==> src/rtl/lfsr_pkg.sv <==
// Shared definitions for the arbitrated LFSR random source: width, tap,
// FSM encoding and the single-step shift function.
package lfsr_pkg;

  localparam int unsigned LFSR_W = 10;
  localparam int unsigned TAP    = 7;

  localparam logic [LFSR_W-1:0] SAFE_SEED = 10'h001;

  typedef enum logic [1:0] {
    StIdle = 2'd0,
    StRun  = 2'd1,
    StDone = 2'd2
  } state_e;

  // x^10 + x^7 + 1, right shift with feedback into the MSB.
  function automatic logic [LFSR_W-1:0] lfsr_step(input logic [LFSR_W-1:0] s);
    return {s[TAP] ^ s[0], s[LFSR_W-1:1]};
  endfunction

endpackage

==> src/rtl/rr_arb_n.sv <==
// Combinational round-robin picker: first set request scanning upward from
// the slot after the last winner, with wrap-around.
module rr_arb_n #(
  parameter int unsigned N_REQ = 2,
  parameter int unsigned IDX_W = 1
) (
  input  logic [N_REQ-1:0] req,
  input  logic [IDX_W-1:0] last,
  output logic [N_REQ-1:0] gnt,
  output logic [IDX_W-1:0] idx,
  output logic             any
);

  always_comb begin
    logic [IDX_W-1:0] pos;
    gnt = '0;
    idx = '0;
    any = 1'b0;
    pos = '0;
    for (int unsigned k = 1; k <= N_REQ; k++) begin
      pos = IDX_W'((32'(last) + k) % N_REQ);
      if (!any && req[pos]) begin
        any      = 1'b1;
        gnt[pos] = 1'b1;
        idx      = pos;
      end
    end
  end

endmodule

==> src/rtl/lfsr_rr_ctrl.sv <==
// One shared 10-bit LFSR served to N_REQ requesters in round-robin order;
// each grant runs STEPS shifts and returns the word with a valid/ack handshake.
module lfsr_rr_ctrl
  import lfsr_pkg::*;
#(
  parameter int unsigned       N_REQ = 2,
  parameter logic [LFSR_W-1:0] SEED  = 10'h001,
  parameter int unsigned       STEPS = 10
) (
  input  logic              clk,
  input  logic              rst_n,
  input  logic              seed_we_i,
  input  logic [LFSR_W-1:0] seed_i,
  input  logic [N_REQ-1:0]  req_i,
  input  logic              ack_i,
  output logic [N_REQ-1:0]  gnt_o,
  output logic [LFSR_W-1:0] data_o,
  output logic              valid_o,
  output logic              busy_o
);

  localparam int unsigned IDX_W = $clog2(N_REQ);

  if (STEPS < 1 || STEPS > 15) begin : g_bad_steps
    $error("lfsr_rr_ctrl: STEPS must be in 1..15");
  end
  if (N_REQ < 2 || N_REQ > 4) begin : g_bad_nreq
    $error("lfsr_rr_ctrl: N_REQ must be in 2..4");
  end
  if (SEED == '0) begin : g_bad_seed
    $error("lfsr_rr_ctrl: SEED must be nonzero");
  end

  state_e            state_q, state_d;
  logic [LFSR_W-1:0] lfsr_q, lfsr_d;
  logic [LFSR_W-1:0] data_q, data_d;
  logic [LFSR_W-1:0] lfsr_nxt;
  logic [3:0]        cnt_q, cnt_d;
  logic [N_REQ-1:0]  gnt_q, gnt_d;
  logic              valid_q, valid_d;
  logic [IDX_W-1:0]  last_q, last_d;
  logic [IDX_W-1:0]  win_q, win_d;
  logic [N_REQ-1:0]  arb_gnt;
  logic [IDX_W-1:0]  arb_idx;
  logic              arb_any;

  rr_arb_n #(
    .N_REQ (N_REQ),
    .IDX_W (IDX_W)
  ) u_arb (
    .req  (req_i),
    .last (last_q),
    .gnt  (arb_gnt),
    .idx  (arb_idx),
    .any  (arb_any)
  );

  assign lfsr_nxt = lfsr_step(lfsr_q);

  always_comb begin
    state_d = state_q;
    lfsr_d  = lfsr_q;
    data_d  = data_q;
    cnt_d   = cnt_q;
    gnt_d   = gnt_q;
    valid_d = valid_q;
    last_d  = last_q;
    win_d   = win_q;
    unique case (state_q)
      StIdle: begin
        // A zero seed would lock the register up, so substitute the safe seed.
        if (seed_we_i) begin
          lfsr_d = (seed_i == '0) ? SAFE_SEED : seed_i;
        end
        if (arb_any) begin
          gnt_d   = arb_gnt;
          win_d   = arb_idx;
          cnt_d   = 4'(STEPS);
          state_d = StRun;
        end
      end
      StRun: begin
        lfsr_d = lfsr_nxt;
        cnt_d  = cnt_q - 4'd1;
        if (cnt_q == 4'd1) begin
          data_d  = lfsr_nxt;
          valid_d = 1'b1;
          state_d = StDone;
        end
      end
      StDone: begin
        if (ack_i) begin
          valid_d = 1'b0;
          gnt_d   = '0;
          last_d  = win_q;
          state_d = StIdle;
        end
      end
      default: state_d = StIdle;
    endcase
  end

  always_ff @(posedge clk or negedge rst_n) begin
    if (!rst_n) begin
      state_q <= StIdle;
      lfsr_q  <= SEED;
      data_q  <= '0;
      cnt_q   <= '0;
      gnt_q   <= '0;
      valid_q <= 1'b0;
      last_q  <= IDX_W'(N_REQ - 1);
      win_q   <= '0;
    end else begin
      state_q <= state_d;
      lfsr_q  <= lfsr_d;
      data_q  <= data_d;
      cnt_q   <= cnt_d;
      gnt_q   <= gnt_d;
      valid_q <= valid_d;
      last_q  <= last_d;
      win_q   <= win_d;
    end
  end

  assign gnt_o   = gnt_q;
  assign data_o  = data_q;
  assign valid_o = valid_q;
  assign busy_o  = (state_q != StIdle);

endmodule

==> config.mk <==
export PLATFORM = sky130hd
export DESIGN_NAME = lfsr_rr_ctrl
export DESIGN_NICKNAME = d
export VERILOG_FILES = /design/src/rtl/lfsr_pkg.sv /design/src/rtl/rr_arb_n.sv /design/src/rtl/lfsr_rr_ctrl.sv
export SDC_FILE = /design/constraint.sdc
export NUM_CORES = 1
export LEC_CHECK = 0
export CAP_MARGIN = 15
export CORE_MARGIN = 2
export CORE_UTILIZATION = 54
export CTS_BUF_LIST = sky130_fd_sc_hd__clkbuf_16
export DETAILED_ROUTE_END_ITERATION = 8
export PLACE_DENSITY_LB_ADDON = 0.12
export SYNTH_ARGS = -nofsm -noshare
export SYNTH_HDL_FRONTEND = slang
export SYNTH_SLANG_ARGS = --single-unit
export TNS_END_PERCENT = 10
==> constraint.sdc <==
create_clock -name clk -period 2.4 [get_ports clk]
set_input_delay 0.36 -clock clk [delete_from_list [all_inputs] [get_ports clk]]
set_output_delay 0.36 -clock clk [all_outputs]
set_load 0.05 [all_outputs]
==> impl_metrics.tcl, run 1 <==
set metrics [dict create \
    drive_gt1_share_pct 18.4 \
    m1WireLength_um 1360 \
    slowest_delay_ns 0.70 \
    pwr-share-comb_pct 45.0 \
    numPortBuffers 29 \
    grt_max_degree 32 \
    crit_start "state_q[0]$_DFFE_PN0P_" \
    hold_ws_ns 0.479 \
    fin_crit_sh_pct 83.9 \
    dp_hpwl_um 2130 \
    top_layer "met4" \
    grt_usage_pct 22.8 \
    die_area_um2 3190 \
    post-route-drc-count 0 \
    cts.reportedPaths.clkPinSlew_ns 0.05 \
    synth-compound-area-share_pct 16.3 \
    ir_worst_vdd_uv 1250 \
    postSynthCellCount 139 \
    yosysWarnings 0 \
    drt_pass1_iterations 4 \
    wl_per_cell_um 15.7 \
    startpoint_type "flop" \
    worst-path-buf-inv 1 \
    fin_cells 205 \
    met3RoutedLength_um 178 \
    intPower_mw 1.85 \
    worstPathCellList "or2_2, clkdlybuf4s50_1" \
    netlist_top_cells_area "dfrtp_1 (49%), mux2_2 (9.1%), a22oi_1 (5.6%)" \
    wl_met2_um 1600 \
    p_sw_share_pct 39.6 \
    wirelength_um 3210 \
    syn_nets 157 \
    htreeDepth 2 \
    rr_startpoint "state_q[0]$_DFFE_PN0P_" \
    powerDensity_nw_per_um2 1540 \
    clockBufferDepth 2 \
    cts.root.buffer_cell "clkbuf_16" \
    timing.final.ws_setup_ns 0.386 \
    maxCapViolations 0 \
    fillers 186 \
    outcome "finished, final reports clean" \
    ys_seq_area_share_pct 52.3 \
    avgSynthCellArea_um2 10.7 \
    antenna_cells 0 \
    hold_violations 0 \
    antenna_found_initial 0 \
    syn2layout_area_growth_pct 33.6 \
    criticalPathCategory "flop to output port" \
    numCtsBuffers 5 \
    tns_ns 0 \
    synthXorXnorAreaFrac_pct 0.589 \
    power_frac_clock_pct 23.1 \
    slew_headroom_pct 58.5 \
    cp.arrival_ns 1.65 \
    yosys.area_share.simple_pct 15.3 \
    crit_path_end_kind "output port" \
    final_util_pct 74.0 \
    slew_viol_final 0 \
    gr-total-overflow 0 \
    cts_num_sinks 31 \
    post-place-ws_ns 0.606 \
    muxShareOfSynthArea_pct 10.4 \
    ys_ff_latch 31 \
    setup-violations-final 0 \
    postCtsSetupRepairBufs 0 \
    core_area_um2 2690 \
    hold_class "primary input to async pin" \
    tightest_slew_ns 0.622 \
    skew_ns 0.00791 \
    syn_area_um2 1490 \
    timing.fmax_mhz 497 \
    die_h_um 56.5 \
    cp.required_ns 2.04 \
    final_nets 191 \
    synthAdderAreaFrac_pct 1.68 \
    synth.distinct_cells 30 \
    cp_slowest_cell "clkdlybuf4s50_1" \
    switchingPower_mw 1.21 \
    ant_nets 0 \
    timing.final.crit_period_ns 2.01 \
    cp_max_fo 2 \
    cts.repair.resized 0 \
    seq_power_share_pct 31.9 \
    cp_top_family "buffers and inverters" \
    yosysTopAreaCellShare_pct 48.8 \
    ios 30 \
    num_vias 1193 \
    synth_top_family_by_area "compound AO/OA/AOI/OAI gates" \
    rsz0062_at_grt "no" \
    cts_hold_buf 0 \
    placedCellCount 197 \
    die_x_um 56.5 \
    drt_iter0_markers 34 \
    grt_first_pass_wirelength_um 5440 \
    rows 19 \
    yosysTopAreaCell "dfrtp_1" \
    clk_latency_ns 0.28 \
    gp_congestion 0.813 \
    start_util_pct 55.4 \
    grt_pass1_vias 1175 \
    cts_tree "built" \
    power_leakage_nw 0.865 \
    vias_per_cell 5.82 \
]
[cell families (layout without fill, tap and decap cells)]
family / after synthesis / in the layout
compound gates: 40 / 40
simple gates: 39 / 39
flops: 31 / 31
mux: 14 / 14
buf+inv: 12 / 47
fa+ha+maj: 2 / 2
xor+xnor: 1 / 1
[state kept, by name (all words and copies together), names as in the netlist]
| name | count |
|---|---|
| data_o | 10 |
| lfsr_q | 10 |
| cnt_q | 4 |
| gnt_o | 2 |
| last_q | 1 |
| state_q | 2 |
| win_q | 1 |
| valid_o | 1 |
[path summary, 6_finish.rpt]
path,to,slack [ns],depth (start not counted)
worst max register to register,data_o[1]$_DFFE_PN0P_,0.73,5
worst min-delay path,lfsr_q[6]$_DFFE_PN0P_,0.48,2
worst max-delay path,busy_o,0.39,2
max in group asynchronous,last_q$_DFFE_PN1P_,1.60,2
min in group clk,win_q$_DFFE_PN0P_,0.49,2
worst min register to register,win_q$_DFFE_PN0P_,0.49,2
[power by group through the flow]
stage	sequential (mW)	clock, mW	combinational (mW)
after detailed placement	0.985	0	1.38
after global routing	1.02	0.739	1.48
after CTS	0.978	0.715	1.39
after floorplan	1.27	0	0.657
after global placement	0.964	0	1.34
final	0.979	0.706	1.38
[synth_stat cells, drive strengths merged]
library cell,count
a211oi,1
a21oi,10
a22o,1
a22oi,11
a31oi,1
buf,4
clkbuf,3
dfrtp,29
dfstp,2
ha,2
inv,5
mux2,12
mux2i,2
nand2,7
nand2b,4
nand3,1
nor2,3
nor2b,13
nor3,5
nor3b,1
nor4,1
nor4b,1
o21ai,13
o21ba,1
o22ai,2
or2,2
or3b,1
xor2,1
[per-stage QoR]
stage	power, mW	cell area [µm²]
after floorplan	1.93	1490
after global placement	2.30	1820
after detailed placement	2.36	1820
after CTS	3.08	1990
after global routing	3.24	1990
final	3.06	1990
[per-layer routing]
layer  vias to the layer above  track usage, %
met5                         -               0
met4                         0            9.18
met3                         9            8.53
met2                        31            37.2
met1                       594            27.0
li1                        559               -
[cells in the final DEF (no fill, tap or decap), drive strengths merged, types with 5 or more instances in the layout]
| cell | instances |
|---|---|
| inv | 5 |
| clkbuf | 5 |
| mux2 | 12 |
| a21oi | 10 |
| o21ai | 13 |
| buf | 5 |
| clkdlybuf4s50 | 29 |
| nor3 | 5 |
| nor2b | 13 |
| a22oi | 11 |
| nand2 | 7 |
| dfrtp | 29 |
[layout make-up]
type / instances / area (µm²) / area share [%]
repair buffers: 34 / 328 / 16.5
inverters: 5 / 18.8 / 0.945
flip-flops and latches: 31 / 778 / 39.2
multi-input cells: 96 / 659 / 33.2
clock inverters: 3 / 38.8 / 1.95
well taps: 31 / 38.8 / 1.95
clock buffers: 5 / 125 / 6.30
Note: power is estimated with default switching activity, not from simulation.
==> inputs of run 2 (changes only) <==
--- a/config.mk
+++ b/config.mk
@@ -7,7 +7,7 @@
 export LEC_CHECK = 0
 export CAP_MARGIN = 15
 export CORE_MARGIN = 2
-export CORE_UTILIZATION = 54
+export CORE_UTILIZATION = 50
 export CTS_BUF_LIST = sky130_fd_sc_hd__clkbuf_16
 export DETAILED_ROUTE_END_ITERATION = 8
 export PLACE_DENSITY_LB_ADDON = 0.12
==> constraint.sdc (replaced) <==
create_clock -name clk -period 1.95 [get_ports clk]
set_input_delay 0.2925 -clock clk [delete_from_list [all_inputs] [get_ports clk]]
set_output_delay 0.2925 -clock clk [all_outputs]
set_load 0.05 [all_outputs]
==> impl_metrics.tcl, run 2 (synthesis results as in run 1) <==
set metrics [dict create \
    timing.final.ws_setup_ns 0.217 \
    postCtsSetupRepairBufs 0 \
    skew_ns 0.00590 \
    switchingPower_mw 1.48 \
    p_sw_share_pct 40.6 \
    worstPathCellList "clkdlybuf4s50_1" \
    reg2reg_depth 3 \
    timing.fmax_mhz 577 \
    final_util_pct 70.8 \
    drive_gt1_share_pct 17.8 \
    setup-violations-final 0 \
    cp.required_ns 1.66 \
    ant_nets 0 \
    cp_slowest_cell "clkdlybuf4s50_1" \
    rows 19 \
    startpoint_type "flop" \
    clk_latency_ns 0.28 \
    multi_input_area_um2 659 \
    reg2reg_to "lfsr_q[8]$_DFFE_PN0P_" \
    num_vias 1192 \
    die_h_um 58.5 \
    crit_path_end_kind "output port" \
    final_cell_mix "dfrtp_1 (29), clkdlybuf4s50_1 (28), o21ai_0 (13), mux2_2 (12), nor2b_1 (12)" \
    vias_per_cell 5.81 \
    clockBufferDepth 2 \
    ir_worst_vdd_uv 1490 \
    cts.root.buffer_cell "clkbuf_16" \
    wirelength_um 3220 \
    syn2layout_area_growth_pct 32.4 \
    ios 30 \
    powerDensity_nw_per_um2 1850 \
    start_util_pct 53.5 \
    maxCapViolations 0 \
    numCtsBuffers 5 \
    rsz0062_at_grt "no" \
    cp.arrival_ns 1.44 \
    cts.reportedPaths.clkPinSlew_ns 0.05 \
    rr_startpoint "state_q[1]$_DFFE_PN0P_" \
    cts_num_sinks 31 \
    grt_usage_pct 21.6 \
    power_frac_clock_pct 19.5 \
    cts.repair.resized 0 \
    seq_power_share_pct 34.0 \
    mostFrequentLayoutCell "dfrtp_1" \
    hold_class "primary input to async pin" \
    htreeDepth 2 \
    tns_ns 0 \
    final_nets 191 \
    top_usage_layer "met2" \
    dp_hpwl_um 2280 \
    outcome "finished, final reports clean" \
    layout.area.seq_um2 778 \
    cts_hold_buf 0 \
    slew_headroom_pct 58.5 \
    slowest_delay_ns 0.81 \
    met2_usage_pct 37.9 \
    r2r_slack_ns 0.36 \
    grt_pass1_vias 1233 \
    numPortBuffers 29 \
    cp_top_family "buffers and inverters" \
    die_area_um2 3430 \
    worst-path-buf-inv 1 \
    hold_violations 0 \
    die_x_um 58.5 \
    gp_congestion 0.756 \
    post-place-ws_ns 0.189 \
    post-route-drc-count 0 \
    slew_viol_final 0 \
    timing.final.crit_period_ns 1.73 \
    drt_pass1_iterations 6 \
    use_met1_pct 23.1 \
    grt_max_degree 32 \
    intPower_mw 2.16 \
    wl_per_cell_um 15.7 \
    cts_tree "built" \
    antenna_found_initial 0 \
    fillers 219 \
    gr-total-overflow 0 \
    grt_first_pass_wirelength_um 5380 \
    drt_iter0_markers 50 \
    cp_max_fo 3 \
    tightest_slew_ns 0.621 \
    power_leakage_nw 0.859 \
    pwr-share-comb_pct 46.6 \
    fin_crit_sh_pct 88.9 \
    criticalPathCategory "flop to output port" \
    use_met3_pct 8.57 \
    core_area_um2 2780 \
    antenna_cells 0 \
]
==> run 2: cell count changes in the layout (fill, tap and decap cells not counted) <==
cell             before  now
buf_12                0    1
clkinv_1              1    2
inv_1                 5    6
bufinv_16             1    0
clkdlybuf4s50_1      29   28
clkinv_2              1    0
==> run 2: worst max-delay path by stage <==
| stage | end | from | cells past startpoint | slack, ns |
|---|---|---|---|---|
| floorplan | busy_o | state_q[1]$_DFFE_PN0P_ | 3 | 0.53 |
| global placement | lfsr_q[8]$_DFFE_PN0P_ | seed_we_i | 4 | 0.26 |
| detailed placement | lfsr_q[8]$_DFFE_PN0P_ | seed_we_i | 4 | 0.19 |
| CTS | valid_o | valid_o$_DFFE_PN0P_ | 1 | 0.20 |
| global route | valid_o | valid_o$_DFFE_PN0P_ | 1 | 0.16 |
| finish | valid_o | valid_o$_DFFE_PN0P_ | 1 | 0.22 |
==> run 2: per-layer routing <==
metal,up-vias,wire length (µm)
met3,7,205
met5,-,0
met4,0,53
li1,561,-
met1,585,1300
met2,39,1670
==> run 2: stage by stage <==
stage	instances	instance area [µm²]	total power, mW	hold slack (ns)
5_1_grt	205	1970	3.87	0.477
4_1_cts	205	1970	3.67	0.423
3_5_place_dp	197	1830	2.95	0.470
6_report	205	1970	3.64	0.409
2_1_floorplan	139	1490	2.38	-0.00309
3_3_place_gp	197	1830	2.87	0.462
==> run 2: area by class of cell <==
| class | count | area share [%] |
|---|---|---|
| Sequential cell | 31 | 39.5 |
| Multi-Input combinational cell | 96 | 33.5 |
| Timing Repair Buffer | 34 | 17.2 |
| Clock buffer | 5 | 6.35 |
| Tap cell | 31 | 1.97 |
| Inverter | 5 | 0.953 |
| Clock inverter | 3 | 0.572 |
==> run 2: power by group through the flow <==
stage	clock (mW)	combinational [mW]	sequential [mW]
after floorplan	0	0.808	1.57
after global placement	0	1.65	1.22
after detailed placement	0	1.71	1.24
after CTS	0.721	1.71	1.24
after global routing	0.751	1.84	1.28
final	0.708	1.70	1.24
==> inputs of run 3 (changes only) <==
--- a/config.mk
+++ b/config.mk
@@ -10,7 +10,7 @@
 export CORE_UTILIZATION = 50
 export CTS_BUF_LIST = sky130_fd_sc_hd__clkbuf_16
 export DETAILED_ROUTE_END_ITERATION = 8
-export PLACE_DENSITY_LB_ADDON = 0.12
+export PLACE_DENSITY = 0.88
 export SYNTH_ARGS = -nofsm -noshare
 export SYNTH_HDL_FRONTEND = slang
 export SYNTH_SLANG_ARGS = --single-unit
==> impl_metrics.tcl, run 3 (synthesis results as in run 1) <==
set metrics [dict create \
    cp.required_ns 1.66 \
    fillers 202 \
    power_leakage_nw 0.867 \
    timing.fmax_mhz 579 \
    cp_slowest_cell "clkdlybuf4s50_1" \
    use_met3_pct 7.03 \
    dp_hpwl_um 2280 \
    die_x_um 58.5 \
    pwr-share-comb_pct 47.0 \
    numCtsBuffers 5 \
    clk_latency_ns 0.27 \
    cts_num_sinks 31 \
    fin_crit_sh_pct 88.5 \
    worst-path-buf-inv 1 \
    cts.root.buffer_cell "clkbuf_16" \
    cp.arrival_ns 1.43 \
    rsz0062_at_grt "no" \
    drive_gt1_share_pct 18.4 \
    worstPathCellList "clkdlybuf4s50_1" \
    grt_max_degree 32 \
    gr-total-overflow 0 \
    top_usage_layer "met2" \
    die_area_um2 3430 \
    rows 19 \
    num_vias 1186 \
    final_nets 192 \
    final_util_pct 70.9 \
    cts.reportedPaths.clkPinSlew_ns 0.05 \
    crit_path_end_kind "output port" \
    drt_iter0_markers 30 \
    startpoint_type "flop" \
    intPower_mw 2.16 \
    slew_headroom_pct 66.0 \
    postCtsSetupRepairBufs 0 \
    met2_usage_pct 37.6 \
    layout.area.seq_um2 778 \
    mostFrequentLayoutCell "dfrtp_1" \
    cp_top_family "buffers and inverters" \
    die_h_um 58.5 \
    hold_ws_ns 0.420 \
    timing.final.crit_period_ns 1.73 \
    wl_per_cell_um 15.7 \
    htreeDepth 2 \
    cts_hold_buf 0 \
    antenna_cells 0 \
    seq_power_share_pct 33.7 \
    p_sw_share_pct 40.5 \
    gp_congestion 0.758 \
    wirelength_um 3220 \
    drt_pass1_iterations 4 \
    tns_ns 0 \
    core_area_um2 2780 \
    power_frac_clock_pct 19.3 \
    skew_ns 0.00311 \
    antenna_found_initial 0 \
    maxCapViolations 0 \
    ant_nets 0 \
    vias_per_cell 5.79 \
    slowest_delay_ns 0.81 \
    use_met1_pct 24.7 \
    final_cell_mix "dfrtp_1 (29), clkdlybuf4s50_1 (28), o21ai_0 (13), mux2_2 (12), nor2b_1 (12)" \
    grt_pass1_vias 1234 \
    tightest_slew_ns 0.508 \
    outcome "finished, final reports clean" \
    cts_tree "built" \
    cts.repair.resized 0 \
    switchingPower_mw 1.47 \
    slew_viol_final 0 \
    multi_input_area_um2 659 \
    ir_worst_vdd_uv 1480 \
    ios 30 \
    hold_violations 0 \
    post-route-drc-count 0 \
    clockBufferDepth 2 \
    start_util_pct 53.5 \
    criticalPathCategory "flop to output port" \
    grt_usage_pct 21.4 \
    hold_class "primary input to async pin" \
    cp_max_fo 3 \
    numPortBuffers 29 \
    powerDensity_nw_per_um2 1840 \
    grt_first_pass_wirelength_um 5380 \
    syn2layout_area_growth_pct 32.6 \
    setup-violations-final 0 \
]
run 3: path summary, 6_finish.rpt:
check,start,end,slack [ns],depth (start not counted)
min in group clk,win_q$_DFFE_PN0P_,win_q$_DFFE_PN0P_,0.48,2
hold reg to reg,win_q$_DFFE_PN0P_,win_q$_DFFE_PN0P_,0.48,2
setup reg to reg,state_q[1]$_DFFE_PN0P_,lfsr_q[0]$_DFFE_PN1P_,0.41,5
setup / recovery,valid_o$_DFFE_PN0P_,valid_o,0.22,1
hold / removal,rst_n,lfsr_q[1]$_DFFE_PN0P_,0.42,2
max in group asynchronous,rst_n,last_q$_DFFE_PN1P_,1.21,2
run 3: power by group through the flow:
stage	Combinational, mW	Clock (mW)	Sequential [mW]
detailed placement	1.71	0	1.23
floorplan	0.808	0	1.57
CTS	1.72	0.711	1.22
finish	1.71	0.701	1.23
global placement	1.65	0	1.21
global route	1.85	0.742	1.27
run 3: layout make-up:
class	count	area share, %
flip-flops and latches	31	39.4
multi-input cells	96	33.4
repair buffers	35	17.5
clock buffers	5	6.34
well taps	31	1.97
inverters	5	0.951
clock inverters	2	0.380
run 3: layer usage:
metal / wire length (µm) / up-vias
met1: 1350 / 579
met2: 1660 / 35
met3: 180 / 8
met4: 41 / 0
li1: - / 564
met5: 0 / -
run 3: metrics by stage:
stage	cell area, µm²	power [mW]	cells	worst slack, ns
floorplan	1490	2.38	139	0.532
global placement	1840	2.86	198	0.422
detailed placement	1840	2.94	198	0.370
CTS	1970	3.66	205	0.217
global route	1970	3.86	205	0.174
finish	1970	3.63	205	0.224
==> RTL change 1, RTL diff (flow settings as in run 2) <==
`N_REQ` is set to 2 in 2 places; all go to 4.
--- a/src/rtl/rr_arb_n.sv
+++ b/src/rtl/rr_arb_n.sv
@@ -3,3 +3,3 @@
 module rr_arb_n #(
-  parameter int unsigned N_REQ = 2,
+  parameter int unsigned N_REQ = 4,
   parameter int unsigned IDX_W = 1
--- a/src/rtl/lfsr_rr_ctrl.sv
+++ b/src/rtl/lfsr_rr_ctrl.sv
@@ -5,3 +5,3 @@
 #(
-  parameter int unsigned       N_REQ = 2,
+  parameter int unsigned       N_REQ = 4,
   parameter logic [LFSR_W-1:0] SEED  = 10'h001,
Interface: changed (resized gnt_o and req_i); port bits go from 30 to 34. The function was not compared with the original's and may differ.
==> RTL change 1 against run 2 <==
The flow now finishes with violations (setup timing). Worst setup slack worse by 0.23 ns. Final area up 38%. Total power up 31%. Core utilization up 1.7 points. Sequential share of layout area down 7.1 points. Area after synthesis up 34%. Sequential cell count up 4. Clock skew down 0.0017 ns. Routed wire length up 50%. Critical path type is now flip-flop to flip-flop. Critical endpoint is now gnt_o[0]. Largest power group unchanged. Highest routed layer unchanged.
==> RTL change 1: results (changes against run 2) <==
The via total after detailed routing was 1768 (was 1192). Most frequent cells after synthesis: dfrtp_1 (32), nand2_1 (21), a21oi_1 (18), o21ai_0 (16), ha_1 (10) (was dfrtp_1 (29), o21ai_0 (13), mux2_2 (12), nor2b_1 (12), a22oi_1 (11)). The share of the final layout cell area in multi-input gates is 0.396 (was 0.335), and the register area share after synthesis is 0.443 (was 0.523). The number of inverters outside the clock class in the layout is 8 (was 5), and the worst setup timing slack at the placement stage is -0.173 ns (was 0.189 ns). The met3 track demand over resource in global routing was 0.0490 (was 0.0857); the wire length on met2 was 2360 µm (was 1670 µm). Worst-path cell with the longest stage delay: dfstp_2 (was clkdlybuf4s50_1). The highest fanout seen on the critical path works out to 6 (was 3). The fraction of layout instances using a drive strength above 1 is 0.202 (was 0.178).

The worst setup margin is -0.0176 ns (was 0.217 ns), and the worst-margin pin slew is 0.514 ns (was 0.621 ns). The logs give 4830 µm (was 3220 µm) for the aggregate routed wire length and 1.17 nW (was 0.859 nW) for the static leakage. The logs give 0.00124 V (was 0.00149 V) for the worst voltage drop across the vdd grid and 0.00271 W (was 0.00216 W) for the internal portion of total power. The count of cell types in the netlist came out at 44 (was 30). The worst clock skew was 0.00419 ns (was 0.00590 ns). The number of sequential storage elements was 35 (was 31); the clock network contribution to total cell area was 0.0516 (was 0.0693). The tools report the met1 demand-to-capacity share in global routing as 0.307 (was 0.231).

The checks that failed: setup timing. Category of cells accounting for the largest share of critical-path delay: flip-flops (was buffers and inverters). The run gives 0.231 (was 0.216) as the total routing resource utilization after global routing. Sequential share of cell area: 0.324 (was 0.395). The post-synth net total is 228 (was 157).

The run finished, with violations left. The routed length per placed instance is 15.8 µm (was 15.7 µm). The logs give 307 µm (was 205 µm) for the amount of wire on met3 after detailed routing and 2 (was 0) for the final-report setup violation count. The first-iteration detailed-routing DRC count is 99 (was 50), and the number of instances in the placed design is 291 (was 197). The critical path launch point was last_q[0] (was valid_o). The power density over the cells works out to 1750 mW/mm² (was 1850 mW/mm²).

Maximum cell stage delay along the critical path: 0.60 ns (was 0.81 ns). The post-detailed-placement half-perimeter wirelength was 3450 µm (was 2280 µm). The logs give 7730 µm (was 5380 µm) for the wire length of the first global-routing pass and 2.11 ns (was 1.44 ns) for the arrival time of data at the critical path endpoint. The worst hold slack across all endpoints is 0.436 ns (was 0.409 ns), and the cell count of the worst reg-to-reg path is 6 (was 3). The logs give 36 (was 32) for the pin count of the biggest net entering global routing and -0.0225 ns (was 0 ns) for the aggregate negative setup slack. The cell count after synthesis is 200 (was 139), and the number of global-route vias before repair is 1660 (was 1233).

The layout multi-input combinational cell count is 148 (was 96). The met2 layer usage reported by global route was 0.375 (was 0.379). The capturing element of the worst setup path is gnt_o[0] (was valid_o). The count of port buffers added during placement came out at 33 (was 29).
==> RTL change 1: changes by cell type in the layout (fill, tap and decap cells not counted), moves of 5 or more <==
cell     before  now
nor2_1        3    9
a22oi_1      11    4
nor3b_1       0    5
mux2_1        0    6
nand2_1       6   21
mux2_2       12    6
buf_4         5   25
a21oi_1      10   17
ha_1          2    9
==> RTL change 1: power by group through the flow <==
stage	Clock, W	Sequential, W	Combinational [W]
after floorplan	0	0.00182	0.00119
after global placement	0	0.00136	0.00234
after detailed placement	0	0.00140	0.00240
after CTS	0.000755	0.00137	0.00262
after global routing	0.000786	0.00141	0.00285
final	0.000743	0.00137	0.00265
==> RTL change 1: what timing repair did <==
item | in CTS | in global routing
cloned | 0 | 0
gates resized for setup | 4 | 1
hold buffers | 0 | 0
endpoints found under the setup margin | 5 | 5
setup buffers | 6 | 0
pin swaps | 4 | 2
==> RTL change 2, RTL diff (flow settings as in run 2) <==
Made on the original files. Re-encode `state_e` (3 states) as one-hot, 3 bits wide.
--- a/src/rtl/lfsr_pkg.sv
+++ b/src/rtl/lfsr_pkg.sv
@@ -9,6 +9,6 @@
 
-  typedef enum logic [1:0] {
-    StIdle = 2'd0,
-    StRun  = 2'd1,
-    StDone = 2'd2
+  typedef enum logic [2:0] {
+    StIdle = 3'b001,
+    StRun  = 3'b010,
+    StDone = 3'b100
   } state_e;
Behaviour: no difference found for any inputs over 10 cycles, from zero or initial values and one cycle with rst_n low; not proved beyond that.
==> RTL change 2 against run 2 <==
The run now ends with DRC left. Largest cell class unchanged. Highest routed layer unchanged. Sequential cell count up 1. Hold slack worse by 0.0025 ns. Critical path type is now flip-flop to flip-flop. Critical endpoint is now data_o[0]. Final area up 1.5%. Total power down 17%. Area after synthesis up 0.67%. Worst setup slack worse by 0.084 ns. Synthesized cell count down 12%. Routed wire length down 9.1%.
==> RTL change 2: results (changes against run 2) <==
The number of instances in the placed design was 181 (was 197). The tools report the first-pass detailed-route iteration total as 5 (was 6). The fraction of layout instances using a drive strength above 1 was 0.253 (was 0.178).

Sequential cell area: 805 µm² (was 778 µm²). The proportion of synthesized area in mux cells is 0.186 (was 0.104). Met3 track demand over resource in global routing: 0.0593 (was 0.0857). The logs give 0.162 ns (was 0.189 ns) for the worst setup timing slack at the placement stage and 0.240 (was 0.231) for the met1 demand-to-capacity share in global routing. The flow ran to the end, but the final reports show violations. The met2 layer usage reported by global route is 0.327 (was 0.379).

Most frequent cells after synthesis: dfrtp_1 (29), mux2_2 (23), inv_1 (7), nand2_1 (6), o21ai_0 (5) (was dfrtp_1 (29), o21ai_0 (13), mux2_2 (12), nor2b_1 (12), a22oi_1 (11)). The logs give 141 (was 157) for the post-synth net total and 189 (was 205) for the number of cells in the finished layout apart from fillers. The fraction of synthesized cell area in xor and xnor cells is 0.00585 (was 0.00589). The logs give 225 (was 219) for the number of fill cells and 1 (was 0) for the residual DRC count.

The checks that failed: DRC. The post-detailed-placement half-perimeter wirelength was 2070 µm (was 2280 µm). Dominant combinational cell family by area after synthesis: multiplexers (was compound AO/OA/AOI/OAI gates).

Top cells by area in the synthesized netlist: dfrtp_1 (48%), mux2_2 (17%), dfstp_2 (5.3%), nand4bb_1 (2.3%), inv_1 (1.8%) (was dfrtp_1 (49%), mux2_2 (9.1%), a22oi_1 (5.6%), nor2b_1 (5.0%), o21ai_0 (4.4%)). The worst voltage drop across the vdd grid was 0.000851 V (was 0.00149 V). The maximum cell stage delay along the critical path was 0.47 ns (was 0.81 ns); the via total after detailed routing was 1062 (was 1192). The amount of wire on met3 after detailed routing was 135 µm (was 205 µm). The wire length on met2 is 1470 µm (was 1670 µm), and the instance area at placement is 0.00184 mm² (was 0.00183 mm²). The tools report the worst clock skew as 0.00261 ns (was 0.00590 ns).
-- RTL change 2: worst max-delay path: cells and delay by family, from the launching register on --
kind | cells | cell delay, ns
flops | 1 | 0.47
simple gates | 2 | 0.83
mux | 1 | 0.40
-- RTL change 2: final timing paths --
check | from | to | slack (ns) | cells after the start
max in group asynchronous | rst_n | last_q | 1.22 | 2
max reg2reg | state_q[1] | data_o[0] | 0.13 | 3
min | rst_n | cnt_q[2] | 0.41 | 2
max | state_q[1] | data_o[0] | 0.13 | 3
min in group clk | data_o[7] | data_o[7] | 0.51 | 1
min reg2reg | data_o[7] | data_o[7] | 0.51 | 1
-- RTL change 2: final cells by class --
type | instances | area share
inverter | 7 | 0.0131
clock inverter | 3 | 0.0194
clock buffer | 5 | 0.0626
sequential | 32 | 0.402
timing repair buffer | 32 | 0.161
multi-input combinational | 79 | 0.322
tap | 31 | 0.0194
-- RTL change 2: where the power goes --
part	internal (W)	switching, W
clock	0.000594	0.000264
sequential	0.000906	0.000196
combinational	0.000506	0.000562
total	0.00201	0.00102
